### config.mk
export PLATFORM = sky130hd
export DESIGN_NAME = cic_decimator
export DESIGN_NICKNAME = d
export VERILOG_FILES = /design/src/rtl/cic_pkg.sv /design/src/rtl/cic_comb_stage.sv /design/src/rtl/cic_decimator.sv
export SDC_FILE = /design/constraint.sdc
export NUM_CORES = 1
export LEC_CHECK = 0
export CORE_ASPECT_RATIO = 1.5
export CORE_MARGIN = 4
export CORE_UTILIZATION = 57
export CTS_BUF_LIST = sky130_fd_sc_hd__clkbuf_8
export DETAILED_ROUTE_END_ITERATION = 12
export GPL_TIMING_DRIVEN = 0
export PLACE_DENSITY = 0.75
export SETUP_SLACK_MARGIN = 0.05
export SLEW_MARGIN = 20
export SYNTH_ARGS = -nofsm -noshare
export SYNTH_HDL_FRONTEND = slang
export SYNTH_HIERARCHICAL = 1
export SYNTH_SLANG_ARGS = --single-unit
### constraint.sdc
create_clock -name clk_clk -period 6.2 [get_ports clk_clk]
set_input_delay 1.24 -clock clk_clk [delete_from_list [all_inputs] [get_ports clk_clk]]
set_output_delay 1.24 -clock clk_clk [all_outputs]
set_load 0.01 [all_outputs]
### src/rtl/cic_pkg.sv
// Shared constants and helpers for the CIC decimator: configuration word
// layout, accumulator width rule and the output scale/saturate function.
package cic_pkg;

  localparam int RATE_LSB  = 0;
  localparam int RATE_MSB  = 7;
  localparam int SHIFT_LSB = 8;
  localparam int SHIFT_MSB = 12;
  localparam int EN_BIT    = 31;

  // Bit growth of an N-stage CIC at ratio R is N*log2(R) on top of the input.
  function automatic int acc_width(input int in_w, input int stages, input int rate_max);
    return in_w + stages * $clog2(rate_max);
  endfunction

  function automatic logic signed [63:0] sat_shift(input logic signed [63:0] v,
                                                   input logic [4:0]         sh,
                                                   input int                 out_w);
    logic signed [63:0] y;
    logic signed [63:0] hi;
    logic signed [63:0] lo;
    y  = v >>> sh;
    hi = (64'sd1 <<< (out_w - 1)) - 64'sd1;
    lo = -hi - 64'sd1;
    if (y > hi) begin
      return hi;
    end else if (y < lo) begin
      return lo;
    end
    return y;
  endfunction

endpackage

### src/rtl/cic_comb_stage.sv
// One registered comb section (C = in - Z, Z <= in) with a travelling valid bit.
module cic_comb_stage
#(
  parameter int W = 36
) (
  input  logic                clk,
  input  logic                rst_n,
  input  logic                clear,
  input  logic                in_valid,
  input  logic signed [W-1:0] in_data,
  output logic                out_valid,
  output logic signed [W-1:0] out_data
);

  logic signed [W-1:0] z_q, z_d;
  logic signed [W-1:0] c_q, c_d;
  logic                v_q, v_d;

  always_comb begin
    z_d = z_q;
    c_d = c_q;
    v_d = in_valid;
    if (in_valid) begin
      c_d = in_data - z_q;
      z_d = in_data;
    end
    if (clear) begin
      z_d = '0;
      c_d = '0;
      v_d = 1'b0;
    end
  end

  always_ff @(posedge clk or negedge rst_n) begin
    if (!rst_n) begin
      z_q <= '0;
      c_q <= '0;
      v_q <= 1'b0;
    end else begin
      z_q <= z_d;
      c_q <= c_d;
      v_q <= v_d;
    end
  end

  assign out_valid = v_q;
  assign out_data  = c_q;

endmodule

### src/rtl/cic_decimator.sv
// N-stage CIC decimator with runtime ratio/shift/enable; any relevant config
// change flushes the whole filter and re-arms the warm-up suppression.
module cic_decimator
  import cic_pkg::*;
#(
  parameter int IN_W     = 12,
  parameter int OUT_W    = 16,
  parameter int STAGES   = 3,
  parameter int RATE_MAX = 256
) (
  input  logic                    clk_clk,
  input  logic                    reset_reset_n,
  input  logic [31:0]             cfg_word,
  input  logic                    in_valid,
  input  logic signed [IN_W-1:0]  in_data,
  output logic                    out_valid,
  output logic signed [OUT_W-1:0] out_data
);

  localparam int ACC_W  = acc_width(IN_W, STAGES, RATE_MAX);
  localparam int CNT_W  = RATE_MSB - RATE_LSB + 1;
  localparam int WARM_W = $clog2(STAGES + 1);

  logic [31:0]              cfg_q, cfg_d;
  logic                     flush_q, flush_d;
  logic signed [ACC_W-1:0]  integ_q [STAGES];
  logic signed [ACC_W-1:0]  integ_d [STAGES];
  logic [CNT_W-1:0]         cnt_q, cnt_d;
  logic                     strobe_q, strobe_d;
  logic signed [ACC_W-1:0]  cap_q, cap_d;
  logic                     cap_v_q, cap_v_d;
  logic [WARM_W-1:0]        warm_q, warm_d;
  logic                     out_valid_q, out_valid_d;
  logic signed [OUT_W-1:0]  out_data_q, out_data_d;

  logic signed [ACC_W-1:0]  x_ext;
  logic [CNT_W-1:0]         rate_m1;
  logic [4:0]               shift_amt;
  logic                     clear;
  logic                     accept;
  logic signed [63:0]       sat_full;
  logic signed [ACC_W-1:0]  comb_data  [STAGES+1];
  logic                     comb_valid [STAGES+1];
  logic                     unused_bits;

  assign x_ext     = ACC_W'(in_data);
  assign rate_m1   = (cfg_q[RATE_MSB:RATE_LSB] < CNT_W'(2)) ? CNT_W'(1) : cfg_q[RATE_MSB:RATE_LSB];
  assign shift_amt = cfg_q[SHIFT_MSB:SHIFT_LSB];
  // Disabled is treated exactly like a flush that never ends.
  assign clear     = flush_q | ~cfg_q[EN_BIT];
  assign accept    = in_valid & ~clear;
  assign sat_full  = sat_shift(64'(comb_data[STAGES]), shift_amt, OUT_W);
  assign unused_bits = ^{cfg_q[EN_BIT-1:SHIFT_MSB+1], sat_full[63:OUT_W]};

  always_comb begin
    cfg_d   = cfg_word;
    flush_d = (cfg_word[EN_BIT] != cfg_q[EN_BIT]) ||
              (cfg_word[SHIFT_MSB:RATE_LSB] != cfg_q[SHIFT_MSB:RATE_LSB]);
  end

  always_comb begin
    integ_d     = integ_q;
    cnt_d       = cnt_q;
    strobe_d    = 1'b0;
    cap_d       = strobe_q ? integ_q[STAGES-1] : cap_q;
    cap_v_d     = strobe_q;
    warm_d      = warm_q;
    out_valid_d = 1'b0;
    out_data_d  = out_data_q;

    // Hogenauer chain: each stage adds the previous stage's registered value.
    if (accept) begin
      integ_d[0] = integ_q[0] + x_ext;
      for (int k = 1; k < STAGES; k++) begin
        integ_d[k] = integ_q[k] + integ_q[k-1];
      end
      if (cnt_q == rate_m1) begin
        cnt_d    = '0;
        strobe_d = 1'b1;
      end else begin
        cnt_d = cnt_q + 1'b1;
      end
    end

    if (comb_valid[STAGES]) begin
      if (warm_q != '0) begin
        warm_d = warm_q - 1'b1;
      end else begin
        out_valid_d = 1'b1;
        out_data_d  = sat_full[OUT_W-1:0];
      end
    end

    if (clear) begin
      for (int k = 0; k < STAGES; k++) begin
        integ_d[k] = '0;
      end
      cnt_d       = '0;
      strobe_d    = 1'b0;
      cap_d       = '0;
      cap_v_d     = 1'b0;
      warm_d      = WARM_W'(STAGES);
      out_valid_d = 1'b0;
    end
  end

  always_ff @(posedge clk_clk or negedge reset_reset_n) begin
    if (!reset_reset_n) begin
      cfg_q       <= '0;
      flush_q     <= 1'b0;
      for (int k = 0; k < STAGES; k++) begin
        integ_q[k] <= '0;
      end
      cnt_q       <= '0;
      strobe_q    <= 1'b0;
      cap_q       <= '0;
      cap_v_q     <= 1'b0;
      warm_q      <= WARM_W'(STAGES);
      out_valid_q <= 1'b0;
      out_data_q  <= '0;
    end else begin
      cfg_q       <= cfg_d;
      flush_q     <= flush_d;
      integ_q     <= integ_d;
      cnt_q       <= cnt_d;
      strobe_q    <= strobe_d;
      cap_q       <= cap_d;
      cap_v_q     <= cap_v_d;
      warm_q      <= warm_d;
      out_valid_q <= out_valid_d;
      out_data_q  <= out_data_d;
    end
  end

  assign comb_data[0]  = cap_q;
  assign comb_valid[0] = cap_v_q;

  for (genvar g = 0; g < STAGES; g++) begin : g_comb
    cic_comb_stage #(.W(ACC_W)) u_comb (
      .clk       (clk_clk),
      .rst_n     (reset_reset_n),
      .clear     (clear),
      .in_valid  (comb_valid[g]),
      .in_data   (comb_data[g]),
      .out_valid (comb_valid[g+1]),
      .out_data  (comb_data[g+1])
    );
  end

  assign out_valid = out_valid_q;
  assign out_data  = out_data_q;

endmodule

==> implementation parameters, run 1 <==
Parameter                              Value

Status
  Run status ... finished, final reports clean

Critical path
  Maximum net fanout on the critical path ... 18
  Sort of element at the start of the critical path ... flip-flop
  CP dominant cell by count ... sky130_fd_sc_hd__clkbuf_1
  Arrival time at the worst endpoint ... between 4 and 5 ns
  Path depth of the worst reg2reg path ... 13
  Number of gates on the worst path with buffers counted ... 13
  Kind of cell adding the most delay to the critical path ... buffers and inverters
  Delay of the slowest critical-path stage ... approximately 0.69 ns
  Crit-path slowest cell ... sky130_fd_sc_hd__nor2b_1
  Crit. End Element ... flip-flop
  Buffers and inverters on the worst path ... 8
  Kind of critical path ... flip-flop to flip-flop
  List of cells traversed by the critical path ... nor2b_1 -> clkinv_1 -> clkbuf_1 -> clkbuf_2 -> buf_12 -> clkbuf_1 -> nand2b_1 -> clkbuf_1 -> inv_1 -> clkbuf_1 -> and3_1 -> o211ai_1 -> o211ai_1
  Required time at the worst-slack endpoint ... ~6.8 ns

CTS
  Number of buffers added to fix hold violations after cts ... 0
  Max Buffers Root-to-Sink ... 3
  TritonCTS clock tree ... yes
  Number of levels the H-tree was split into ... 3
  CTS root buf ... sky130_fd_sc_hd__clkbuf_8
  # Post-CTS Setup Buffers ... 0
  Clock latency on the worst-skew pair ... between 0.6 and 0.7 ns
  Clk pin slew, worst setup/hold paths ... about 0.060 ns
  Number of clock sinks ... just over 400
  Cts bufs inserted ... 68
  Number of resized instances in the post-cts repair step ... 0

Floorplanning
  Die X-Extent ... about 200 um
  Vertical die dimension ... 289 um
  Standard-cell row count ... slightly above 100
  Core area ... just over 50000 um2
  I/O Pins ... 64
  Effective utilization at floorplan ... 57.7%
  Total die area ... between 50000 and 60000 um2

Pwr
  Power Dens Cells ... roughly 170 nW/um2
  Total chip power ... approximately 0.0056 W
  Cell-internal power ... 0.00424 W
  Share of total power in combinational logic ... ~5%
  Power share of the clock group ... approximately 47%
  Power dissipated by switching net loads ... between 0.001 and 0.0015 W
  Net Sw Frac ... 24.0%
  Register share of total power ... between 40 and 50%
  Worst ir drop on vdd ... about 0.13 mV
  Leakage power ... around 15 nW

STA
  Peak Freq ... 230 MHz
  Post-route setup TNS ... 0 ns
  Setup violators final ... 0
  Tcrit/Tclk final ... between 70% and 80%
  Final critical path time including I/O delays and setup ... between 4 and 5 ns
  Relative slew slack ... 23.5%
  Setup repair after global routing missed its margin ... false
  Pins Over Slew Limit ... 0
  Smallest hold slack ... about 0.49 ns
  Worst Max-Slew Pin Slew ... approximately 1.1 ns
  Hold violation total from the final report ... 0
  Setup Skew ... 0.0358 ns

Finish
  Final nets ... around 3700
  Non-filler cells, final ... about 4200
  FF+latch area ... ~10000 um2
  Synthesis-to-finish area growth ... 9.79%
  Share of the core filled with cells in the final layout ... a little under two thirds
  Ratio of cells with drive above 1 in the final layout ... 8.86%
  Area of the multi-input gates ... around 18000 um2
  Filler Cell Count ... about 4400

Detailed routing
  Wire length reported by the detailed router ... 86.2 mm
  DRC violation count after routing ... 0
  DRC violation total after the first TritonRoute iteration ... between 1000 and 1500
  ANT nets after route ... 0
  DR pass1 iterations ... 5
  Post-detailed-route wirelength per cell ... about 20 um
  Vias after detailed routing ... 25800
  Via-to-Cell Ratio ... just over 6

Run
  Max-cap violations ... 0

Synthesis
  Synth Register Bits ... 407
  Post-synth cell types ... about 120
  Net count of the mapped netlist ... about 3600
  Count of flip-flops with a built-in enable after synthesis ... 0
  Mean post-synth cell area ... 8.93 um2
  Synth Warn # ... 6
  Share of async-settable or async-resettable flops after synthesis ... between 90% and 100%
  Top flip-flop cell by instance count after synthesis ... sky130_fd_sc_hd__dfrtp_1
  Netlist Area Pre-Place ... 29900 um2
  Seq/Total Area, Yosys ... between 30% and 40%
  Number of cells produced by synthesis ... about 3400

Min path
  Hold/Removal Path Class ... input pin to asynchronous set/reset pin

Placed design
  GP Congestion ... between 1 and 1.5
  Half-perimeter wire length after placement ... between 60 and 70 mm
  PortBufs ... 44
  Post-placement cell count ... just over 4000

Global route
  Gr usage total ... between 30% and 40%
  Number of global-route vias before repair ... roughly 27000
  Sum of overflow across all layers after global routing ... 0
  Maximum number of pins on one net before global-route repair ... slightly above 100
  Wire length of the first global-routing pass ... 137 mm
  Antenna violations before repair ... 2
## state kept, by name, indices dropped and copies added (netlist names), 2 cells and up
signal and cells:
g_comb.u_comb/out_data 108, integ_q 108, cfg_q 14, out_data 16
g_comb.u_comb/z_q 108, g_comb.u_comb/out_valid 3, warm_q 2, cap_q 36
cnt_q 8
## cell usage after synthesis, drive strengths merged (21+ instances only)
cell type,instances,area (um2)
inv,167,629
a21o,93,707
ha,212,2650
xor2,84,736
a211oi,40,320
nand2b,23,144
nand3,69,355
o31ai,23,196
nor3,58,295
o21ai,187,970
nor2,444,1680
o211ai,21,163
xnor2,96,841
o21a,28,211
and3,31,200
nand2,260,996
o21bai,35,270
clkbuf,103,526
buf,56,322
dfrtp,405,10100
nand4,37,231
a21oi,265,1400
mux2i,265,2670
nor4,29,194
a31oi,32,249
## cell families after synthesis
family / after synthesis / share of synthesized area, %
and+or+nand+nor: 1038 / 15.7
AOI/OAI and AO/OA: 878 / 19.8
DFF: 407 / 34.1
buffers and inverters: 332 / 5.07
muxes: 298 / 10.9
adders and majority gates: 218 / 9.27
xor gates and xnor gates: 180 / 5.27
## cell type report
cell class / count / area share [%]
Sequential cell: 407 / 31.0
Tap cell: 676 / 2.58
Timing Repair Buffer: 49 / 1.74
Clock buffer: 87 / 3.65
Multi-Input combinational cell: 2612 / 55.4
Buffer: 162 / 2.67
Antenna cell: 2 / 0.0152
Clock inverter: 33 / 0.937
Inverter: 170 / 1.95
## layer usage
layer  global-route usage (%)  share of wire (%)  vias to the layer above
li1                         -                  -                    12300
met1                     26.3                 32                    12400
met2                     61.3                 56                      721
met3                     3.59                2.8                      366
met4                     24.0                8.6                        0
met5                        0                  0                        -
## power by group through the flow
stage                     logic [W]  registers, W  clock network (W)
after floorplan            0.000141       0.00271                  0
after global placement     0.000269       0.00272                  0
after detailed placement   0.000283       0.00272                  0
after CTS                  0.000283       0.00267            0.00268
after global routing       0.000307       0.00267            0.00281
final                      0.000282       0.00267            0.00262
## path summary, 6_finish.rpt
kind | startpoint | endpoint | slack [ns]
worst max-delay path | cfg_q[31] | g_comb[0].u_comb/out_data[28] | 1.84
worst min-delay path | reset_reset_n | g_comb[2].u_comb/z_q[1] | 0.49
worst max register to register | cfg_q[31] | g_comb[0].u_comb/out_data[28] | 1.84
worst min register to register | warm_q[1] | warm_q[1] | 0.50
max in group asynchronous | reset_reset_n | integ_q[71] | 4.43
min in group clk_clk | warm_q[1] | warm_q[1] | 0.50
## worst register-to-register path, delay by kind of cell (launching register included)
family	cells	cell delay (ns)
DFF	1	0.36
buffers and inverters	8	2.51
and+or+nand+nor	3	1.20
AOI/OAI and AO/OA	2	0.20
## per-stage QoR
step	setup slack [ns]	cell area, um2
floorplan	2.30	29900
global placement	-13.51	31200
detailed placement	0.885	31300
global route	1.66	32800
CTS	1.58	32800
finish	1.84	32800
## placed cells by master, fill, tap and decap left out, types with 15 or more instances in the layout
cell type and instances:
sky130_fd_sc_hd__a211oi_1 36, sky130_fd_sc_hd__a21o_1 86, sky130_fd_sc_hd__a21oi_1 248, sky130_fd_sc_hd__a21oi_2 16, sky130_fd_sc_hd__a221o_1 16, sky130_fd_sc_hd__a31oi_1 27, sky130_fd_sc_hd__and3_1 29, sky130_fd_sc_hd__buf_1 24
sky130_fd_sc_hd__buf_2 23, sky130_fd_sc_hd__clkbuf_1 84, sky130_fd_sc_hd__clkbuf_8 100, sky130_fd_sc_hd__clkdlybuf4s50_1 42, sky130_fd_sc_hd__dfrtp_1 405, sky130_fd_sc_hd__ha_1 212, sky130_fd_sc_hd__inv_1 174, sky130_fd_sc_hd__mux2i_1 262
sky130_fd_sc_hd__mux4_2 15, sky130_fd_sc_hd__nand2_1 252, sky130_fd_sc_hd__nand2b_1 23, sky130_fd_sc_hd__nand3_1 67, sky130_fd_sc_hd__nand4_1 37, sky130_fd_sc_hd__nor2_1 440, sky130_fd_sc_hd__nor2b_1 15, sky130_fd_sc_hd__nor3_1 57
sky130_fd_sc_hd__nor4_1 27, sky130_fd_sc_hd__o211ai_1 20, sky130_fd_sc_hd__o21a_1 27, sky130_fd_sc_hd__o21ai_0 155, sky130_fd_sc_hd__o21ai_1 23, sky130_fd_sc_hd__o21bai_1 33, sky130_fd_sc_hd__o31ai_1 20, sky130_fd_sc_hd__or3_1 17
sky130_fd_sc_hd__xnor2_1 96, sky130_fd_sc_hd__xor2_1 84
(Power assumes the default switching activity.)
==> run 2: changes to the inputs <==
- PLACE_DENSITY: 0.75 -> 0.78
- clock period: 6.2 -> 3.8 ns (I/O delays scaled with it)
==> implementation parameters, run 2 (synthesis gave the netlist of run 1 again) <==
Parameter                              Value

Status
  Run status ... finished, final reports clean

STA
  Hold violation total from the final report ... 0
  Setup repair after global routing missed its margin ... false
  Setup Skew ... ~0.026 ns
  Final critical path time including I/O delays and setup ... approximately 3.7 ns
  Final setup slack of the worst path ... ~0.14 ns
  Tcrit/Tclk final ... between 90% and 100%
  Pins Over Slew Limit ... 0
  Setup violators final ... 0
  Worst Max-Slew Pin Slew ... between 1 and 1.5 ns
  Relative slew slack ... 28.4%
  Peak Freq ... between 200 and 300 MHz
  Smallest hold slack ... between 0.5 and 0.6 ns

Critical path
  Slack of the worst reg-to-reg path ... about 0.14 ns
  Arrival time at the worst endpoint ... 4.20 ns
  Sort of element at the start of the critical path ... flip-flop
  Path depth of the worst reg2reg path ... 11
  Worst flop-to-flop path endpoint ... integ_q[35]
  Required time at the worst-slack endpoint ... approximately 4.3 ns
  Worst reg2reg startpoint ... integ_q[8]
  CP dominant cell by count ... sky130_fd_sc_hd__nand3_1
  Crit-path slowest cell ... sky130_fd_sc_hd__a31oi_1
  Crit. End Element ... flip-flop
  Kind of critical path ... flip-flop to flip-flop
  List of cells traversed by the critical path ... ha_1 -> nand3_1 -> nor2_1 -> o211ai_1 -> a31oi_1 -> a22oi_1 -> a41oi_1 -> nand3_1 -> a21boi_0 -> a21oi_1 -> or3_1
  Delay of the slowest critical-path stage ... around 0.64 ns
  Maximum net fanout on the critical path ... 6

Detailed routing
  Wire length reported by the detailed router ... about 80 mm
  Total length of routed met3 wires ... 2.22 mm
  DRC violation total after the first TritonRoute iteration ... roughly 1200
  DR pass1 iterations ... 5
  DRC violation count after routing ... 0
  Met1 layer wirelength in the final routing ... roughly 27 mm
  ANT nets after route ... 0
  Routed wl met2 ... around 44 mm
  Post-detailed-route wirelength per cell ... approximately 19 um
  Vias after detailed routing ... around 25000
  Highest metal used ... met4
  Via-to-Cell Ratio ... 5.99

Floorplanning
  Standard-cell row count ... about 100
  Core area ... ~52000 um2
  Effective utilization at floorplan ... between 50% and 60%
  Total die area ... about 56000 um2
  Die X-Extent ... 195 um
  Vertical die dimension ... ~290 um
  I/O Pins ... 64

Pwr
  Cell-internal power ... roughly 0.0066 W
  Power dissipated by switching net loads ... between 0.002 and 0.0025 W
  Register share of total power ... 50.5%
  Power share of the clock group ... 44.4%
  Leakage power ... 14.9 nW
  Share of total power in combinational logic ... 5.2%
  Power Dens Cells ... roughly 260 nW/um2
  Worst ir drop on vdd ... around 0.26 mV
  Net Sw Frac ... 23.8%
  Total chip power ... approximately 0.0086 W

CTS
  CTS root buf ... sky130_fd_sc_hd__clkbuf_8
  Max Buffers Root-to-Sink ... 3
  TritonCTS clock tree ... yes
  Number of levels the H-tree was split into ... 2
  Cts bufs inserted ... 61
  Clk pin slew, worst setup/hold paths ... about 0.060 ns
  Number of clock sinks ... roughly 410
  Clock latency on the worst-skew pair ... between 0.6 and 0.7 ns

Finish
  Non-filler cells, final ... 4189
  Final nets ... around 3700
  Cell area after layout ... between 30000 and 40000 um2
  Leading cell type in the layout, fill and taps excluded ... sky130_fd_sc_hd__nor2_1
  Synthesis-to-finish area growth ... 9.26%
  Leading cell types in the layout, fill and taps excluded ... 439 x sky130_fd_sc_hd__nor2_1, 405 x sky130_fd_sc_hd__dfrtp_1, 262 x sky130_fd_sc_hd__mux2i_1, 252 x sky130_fd_sc_hd__nand2_1, 248 x sky130_fd_sc_hd__a21oi_1
  Filler Cell Count ... 4569
  Ratio of cells with drive above 1 in the final layout ... about 8.7%

Placed design
  Pre-CTS setup slack ... -1.05 ns
  PortBufs ... 44
  Half-perimeter wire length after placement ... 63.4 mm
  Dpl cell area ... ~31000 um2
  Post-placement cell count ... slightly above 4000
  GP Congestion ... roughly 1

Min path
  Startpoint of the worst hold path ... warm_q[1]
  Hold/Removal Path Class ... flip-flop to flip-flop
  Destination of the worst hold path ... warm_q[1]
  Hold depth ... 2

Run
  Max-cap violations ... 0

Global route
  Number of global-route vias before repair ... 25700
  Wire length of the first global-routing pass ... around 130 mm
  Sum of overflow across all layers after global routing ... 0
  Antenna violations before repair ... 1
  Maximum number of pins on one net before global-route repair ... just under 100
  Gr usage total ... between 20 and 30%
## run 2: per-stage QoR
stage          setup TNS [ns]  utilization [%]
6_report                    0             63.1
5_1_grt                     0             63.1
4_1_cts                     0             63.0
3_5_place_dp           -29.84             60.5
3_3_place_gp         -6462.12             60.2
2_1_floorplan               0                -
## run 2: how the worst max path moves through the flow
stage | start | cells past startpoint | slack [ns] | end
finish | integ_q[8] | 11 | 0.14 | integ_q[35]
global route | in_data[1] | 12 | 0.07 | integ_q[103]
CTS | in_data[0] | 13 | 0.06 | integ_q[102]
detailed placement | in_data[11] | 13 | -1.05 | integ_q[106]
global placement | reset_reset_n | 1 | -15.70 | integ_q[104]
floorplan | in_data[0] | 12 | 0.38 | integ_q[102]
## run 2: critical path, delay by kind of cell (launching register included)
family	cells	cell delay [ns]
compound gates	6	1.85
simple gates	4	0.86
flops	1	0.42
fa+ha+maj	1	0.40
## run 2: timing repair
action	4_1_cts	5_1_grt
pin swaps	0	2
hold buffers	1	0
setup endpoints to repair	80	14
resized for setup	5	8
gates cloned	0	0
endpoints found under the hold margin	3	0
setup buffers	0	1
## run 2: metal layers
metal | track usage, % | vias to the layer above
met2 | 55.0 | 601
met3 | 3.05 | 334
met1 | 25.4 | 11900
li1 | - | 12300
met4 | 21.5 | 0
met5 | 0 | -
## run 2: cell type report
| type | instances | area [um2] | share of cell area (%) |
|---|---|---|---|
| Antenna cell | 1 | 2.50 | 0.00766 |
| Timing Repair Buffer | 51 | 588 | 1.80 |
| Inverter | 170 | 641 | 1.96 |
| Multi-Input combinational cell | 2612 | 18200 | 55.8 |
| Sequential cell | 407 | 10200 | 31.2 |
| Tap cell | 676 | 846 | 2.59 |
| Clock inverter | 35 | 272 | 0.831 |
| Clock buffer | 76 | 1050 | 3.20 |
| Buffer | 161 | 876 | 2.68 |
## run 2: power by group through the flow
stage / clock network (W) / registers [W] / logic, W
after floorplan: 0 / 0.00443 / 0.000230
after global placement: 0 / 0.00444 / 0.000430
after detailed placement: 0 / 0.00443 / 0.000448
after CTS: 0.00392 / 0.00435 / 0.000450
after global routing: 0.00409 / 0.00435 / 0.000490
final: 0.00383 / 0.00435 / 0.000446
